$ cat src/rtl/weight_loader.sv
// weight_loader: accepts a valid/ready stream of weights and turns each
// accepted beat into one registered write into the weight memory. The 4-D
// write index (in, out, k_y, k_x) is walked with k_x innermost. When the full
// NUM_INPUTS*NUM_OUTPUTS*DIM*DIM tensor has been written, done pulses
// together with the final write.
//
// Optional build macro: WEIGHT_LOADER_CHECKSUM_EN adds a checksum output
// that XOR-accumulates every accepted beat of the current or last load.
//
// state | meaning
// IDLE  | waiting for start; s_ready low, no writes issued
// LOAD  | accepting beats; s_ready high, one write per accepted beat
module weight_loader #(
  parameter int NUM_INPUTS  = 1,
  parameter int NUM_OUTPUTS = 1,
  parameter int DIM         = 1,
  parameter int DATA_SIZE   = 64,
  parameter int CNT_W       = 16
) (
  input  logic                 clk,
  input  logic                 rst_n,
  input  logic                 start,
  input  logic                 s_valid,
  output logic                 s_ready,
  input  logic [DATA_SIZE-1:0] s_data,
  output logic                 write,
  output logic [15:0]          index_in,
  output logic [15:0]          index_out,
  output logic [15:0]          index_k_y,
  output logic [15:0]          index_k_x,
  output logic [DATA_SIZE-1:0] in_data,
  output logic                 busy,
  output logic                 done,
  output logic [CNT_W-1:0]     beat_count
`ifdef WEIGHT_LOADER_CHECKSUM_EN
  ,
  output logic [DATA_SIZE-1:0] checksum
`endif
);

  typedef enum logic {IDLE, LOAD} state_t;

  localparam logic [15:0]      IN_MAX  = 16'(NUM_INPUTS - 1);
  localparam logic [15:0]      OUT_MAX = 16'(NUM_OUTPUTS - 1);
  localparam logic [15:0]      DIM_MAX = 16'(DIM - 1);
  localparam logic [15:0]      ONE_16  = 16'd1;
  localparam logic [CNT_W-1:0] CNT_ONE = {{(CNT_W-1){1'b0}}, 1'b1};

  state_t      state_q, state_d;
  logic [15:0] cnt_in, cnt_out, cnt_ky, cnt_kx;
  logic        accept, clear, last_beat;
  logic        kx_last, ky_last, out_last, in_last;

  assign kx_last   = (cnt_kx == DIM_MAX);
  assign ky_last   = (cnt_ky == DIM_MAX);
  assign out_last  = (cnt_out == OUT_MAX);
  assign in_last   = (cnt_in == IN_MAX);
  assign last_beat = kx_last & ky_last & out_last & in_last;

  // Next-state and handshake decode; s_ready and busy follow the state only.
  always_comb begin
    state_d = state_q;
    s_ready = 1'b0;
    busy    = 1'b0;
    accept  = 1'b0;
    clear   = 1'b0;
    case (state_q)
      IDLE: begin
        if (start) begin
          state_d = LOAD;
          clear   = 1'b1;
        end
      end
      LOAD: begin
        s_ready = 1'b1;
        busy    = 1'b1;
        accept  = s_valid;
        if (s_valid && last_beat) state_d = IDLE;
      end
      default: state_d = IDLE;
    endcase
  end

  // State register.
  always_ff @(posedge clk or negedge rst_n) begin
    if (!rst_n) state_q <= IDLE;
    else        state_q <= state_d;
  end

  // Index counters: k_x innermost with carries outward; the last beat wraps
  // every counter back to zero so the next load starts at the origin.
  always_ff @(posedge clk or negedge rst_n) begin
    if (!rst_n) begin
      cnt_in  <= '0;
      cnt_out <= '0;
      cnt_ky  <= '0;
      cnt_kx  <= '0;
    end else if (clear) begin
      cnt_in  <= '0;
      cnt_out <= '0;
      cnt_ky  <= '0;
      cnt_kx  <= '0;
    end else if (accept) begin
      if (kx_last) begin
        cnt_kx <= '0;
        if (ky_last) begin
          cnt_ky <= '0;
          if (out_last) begin
            cnt_out <= '0;
            cnt_in  <= in_last ? '0 : cnt_in + ONE_16;
          end else begin
            cnt_out <= cnt_out + ONE_16;
          end
        end else begin
          cnt_ky <= cnt_ky + ONE_16;
        end
      end else begin
        cnt_kx <= cnt_kx + ONE_16;
      end
    end
  end

  // Registered write port: one cycle from accept to write; index and data
  // hold their last values on cycles without an accept.
  always_ff @(posedge clk or negedge rst_n) begin
    if (!rst_n) begin
      write     <= 1'b0;
      done      <= 1'b0;
      index_in  <= '0;
      index_out <= '0;
      index_k_y <= '0;
      index_k_x <= '0;
      in_data   <= '0;
    end else begin
      write <= accept;
      done  <= accept & last_beat;
      if (accept) begin
        index_in  <= cnt_in;
        index_out <= cnt_out;
        index_k_y <= cnt_ky;
        index_k_x <= cnt_kx;
        in_data   <= s_data;
      end
    end
  end

  // Beat counter: cleared on start, holds its final value after done.
  always_ff @(posedge clk or negedge rst_n) begin
    if (!rst_n)      beat_count <= '0;
    else if (clear)  beat_count <= '0;
    else if (accept) beat_count <= beat_count + CNT_ONE;
  end

`ifdef WEIGHT_LOADER_CHECKSUM_EN
  // XOR of every accepted beat since the last start.
  always_ff @(posedge clk or negedge rst_n) begin
    if (!rst_n)      checksum <= '0;
    else if (clear)  checksum <= '0;
    else if (accept) checksum <= checksum ^ s_data;
  end
`endif

endmodule

$ cat config.mk
export PLATFORM = sky130hd
export DESIGN_NAME = weight_loader
export DESIGN_NICKNAME = d
export VERILOG_FILES = /design/src/rtl/weight_loader.sv
export SDC_FILE = /design/constraint.sdc
export NUM_CORES = 1
export LEC_CHECK = 0
export ABC_AREA = 0
export BUFFER_PORTS_ARGS = -buffer_cell sky130_fd_sc_hd__buf_4
export CAP_MARGIN = 40
export CORE_ASPECT_RATIO = 0.9
export CORE_MARGIN = 4
export CORE_UTILIZATION = 49
export DETAILED_ROUTE_END_ITERATION = 10
export PLACE_DENSITY = 0.76
export SLEW_MARGIN = 20
export SYNTH_ARGS = -nofsm -noshare
export SYNTH_HDL_FRONTEND = slang
export SYNTH_SLANG_ARGS = --single-unit
$ cat constraint.sdc
create_clock -name clk -period 1.88 [get_ports clk]
set_input_delay 0.188 -clock clk [delete_from_list [all_inputs] [get_ports clk]]
set_output_delay 0.188 -clock clk [all_outputs]
set_load 0.005 [all_outputs]
==> results.md <==
* Clk sinks at roughly 210
* Maximum clock path buffer count at 3
* Routability Congestion at between 0.8 and 0.9
* Initial antenna violation count at 1
* Run status: complete, but fails checks
* Final setup viols at 47
* CP Cell Sequence: inv_2 -> ha_4 -> nor3b_4 -> nand4_2 -> buf_6 -> o41ai_4 -> o21ai_1 -> a22o_1
* Max-slew violation count at 0
* Worst-case clock skew at 14.0 ps
* Crit path max fanout at 4
* Num CTS Buffers at 23
* Syn_nets at roughly 1100
* Synth top area share at 0.557
* Vias per inst at ~5.4
* CTS tree: built
* DP Area at ~0.012 mm2
* Worst-path clk slew at roughly 60 ps
* CP max stage delay at 420 ps
* Design area at between 0.01 and 0.015 mm2
* Post-synth top area cell: dfrtp_1
* Tcrit/Tclk final at 1.08
* Die H at about 140 um
* CP max stage cell: o41ai_4
* Failing checks: setup timing
* P&R area growth vs syn at 50.1%
* Synthesized area at 0.00949 mm2
* Yosys warns at 0
* Hold WS at around 210 ps
* Critical Path RT at 2270 ps
* Period minus WS final at approximately 2000 ps
* Total Routing Usage GR at 0.252
* Share of cells above drive strength 1 at 0.328
* Yosys reg bits at between 200 and 250
* Maximum vdd drop at between 0.6 and 0.7 mV
* Top Ports at 216
* CORE AREA at between 0.015 and 0.02 mm2
* Post-route ant nets at 0
* Starting Density at 0.507
* Synth area leaders: dfrtp_1 56%, nand2_1 17%, nand3_1 2.1%
* Post-synthesis cell type count at 50
* Top cell family by delay on the critical path: compound AO/OA/AOI/OAI gates
* Vias in the first global route at around 9100
* IO buf count at about 220
* Endpoints failing hold at 0
* Largest net degree at the start of global routing at 59
* Gr ovfl total at 0
* Setup WS post-layout at -159 ps
* Crit end category: flip-flop
* Fmax at a little under 500 MHz
* Crit path kind: reg -> reg
* Worst skew pair latency at slightly above 500 ps
* Post-placement cell count at between 1500 and 2000
* Die width at approximately 150 um
* Max cap viols at 0
* RSZ-0062 raised after global routing: true
* Drt first pass iters at 5
* CP bufs+invs at 2
* CTS root buf: clkbuf_16
* Post-Syn Instances at between 1000 and 1500
* Post-Layout Cell Count at 1702
* Total negative slack at -3600 ps
* H-tree depth at 1
* Via count at 9243
* Detailed Place HPWL at 18500 um
* Pwr Total at between 10 and 15 mW
* Pwr dens at around 1000 mW/mm2
* HP Class: in -> reg
* WP data arrival at around 2400 ps
* First-pass GRT wire length at about 46000 um
* Sequential share of the synthesized area at 0.557
* Die Area at roughly 0.022 mm2
* WL/cell at 17.2 um
* Leakage power at just over 7 nW
* Final net count at around 1500
* Avg Cell Area, Syn at 9.06 um2
* Remaining DRCs at 0
* # rows at 47
* DRT Wirelength at 29200 um
* Startpoint Class: flip-flop
* Worst slew margin at 0.609
* Drt initial violations at between 500 and 600
* Worst Tran Pin Value at ~600 ps
-- metal layers --
layer / vias up / track usage / routed length [um]
met4: 0 / 0.0883 / 1160
li1: 4337 / - / -
met3: 84 / 0.0407 / 1680
met1: 4501 / 0.339 / 12100
met5: - / 0 / 0
met2: 321 / 0.419 / 14300
-- stage by stage --
stage / utilization / setup slack, ps
detailed placement: 0.657 / -135
finish: 0.761 / -159
floorplan: - / -78.1
CTS: 0.738 / -82.4
global route: 0.761 / -228
global placement: 0.657 / -94.7
-- path summary, 6_finish.rpt --
kind / startpoint / slack, ps / cells past startpoint / endpoint
max: cnt_out[1] / -160 / 8 / cnt_in[2]
min: s_valid / 210 / 4 / cnt_ky[6]
max reg2reg: cnt_out[1] / -160 / 8 / cnt_in[2]
min reg2reg: in_data[55] / 470 / 2 / in_data[55]
max in group asynchronous: rst_n / 960 / 3 / cnt_out[2]
min in group asynchronous: rst_n / 220 / 2 / in_data[42]
-- sequential cells by signal, indices dropped and copies added (netlist names) --
| signal | cells |
|---|---|
| index_out | 16 |
| index_in | 16 |
| beat_count | 16 |
| cnt_out | 16 |
| cnt_kx | 16 |
| done | 1 |
| write | 1 |
| index_k_y | 16 |
| cnt_ky | 16 |
| index_k_x | 16 |
| state_q | 1 |
| cnt_in | 16 |
| in_data | 64 |
-- layout make-up --
type	count	area (um2)
antenna	1	2.50
clock buffer	35	701
clock inverter	5	77.6
fill	1236	4460
inverter	14	55.1
multi-input combinational	766	4310
sequential	211	5280
tap	245	307
timing repair buffer	425	3510
-- worst register-to-register path: cells and delay by family (launching register included) --
family                     cells  cell delay (ps)
AOI/OAI and AO/OA              3              800
DFF                            1              390
and+or+nand+nor                2              350
buffers and inverters          2              250
adders and majority gates      1              140
-- cells in the mapped netlist, drive strengths merged --
library cell	number
nor4	21
ha	9
inv	14
xor2	8
xnor2	3
a41oi	8
and3	7
nor2	34
dfrtp	211
nor3b	8
and4	8
o311ai	1
a21o	4
and2	3
nand3	40
o41ai	5
a31oi	17
nand2b	7
nor2b	5
buf	12
nand2	418
nand4	22
a21oi	14
o21a	3
a41o	3
nor3	11
mux2i	7
or3	4
o21ai	72
a22o	2
o31ai	18
clkbuf	44
a211o	1
or4	1
a311oi	1
nor4b	1
-- power by group --
group	switching [mW]	internal [mW]	total (mW)
Sequential	0.442	5.20	5.64
Combinational	2.42	2.16	4.58
Clock	1.79	2.83	4.61
-- placed cells by master (no fill, tap or decap), types with 15 or more instances in the layout --
cell           count
clkbuf_16         25
dlygate4sd3_1     66
o21ai_1           22
a31oi_1           16
nor2_1            34
o21ai_2           15
nand3_1           39
dfrtp_1          211
o21ai_0           28
nand4_1           18
buf_4            342
nand2_1          415
-- timing repair --
action                     4_1_cts  5_1_grt
pin swaps                        5       35
cloned                           0        2
setup endpoints to repair       45       49
hold buffers                    66        0
hold endpoints to repair       117        0
setup buffers                    2        9
resized for setup               15       72
-- logic make-up after synthesis --
kind of cell,Yosys count,share of synthesized area
fa+ha+maj,9,0.0119
simple gates,590,0.282
buf+inv,70,0.0298
compound gates,149,0.102
xor+xnor,11,0.0102
flops,211,0.557
mux,7,0.00739
Power figures use the tool's default switching activity.
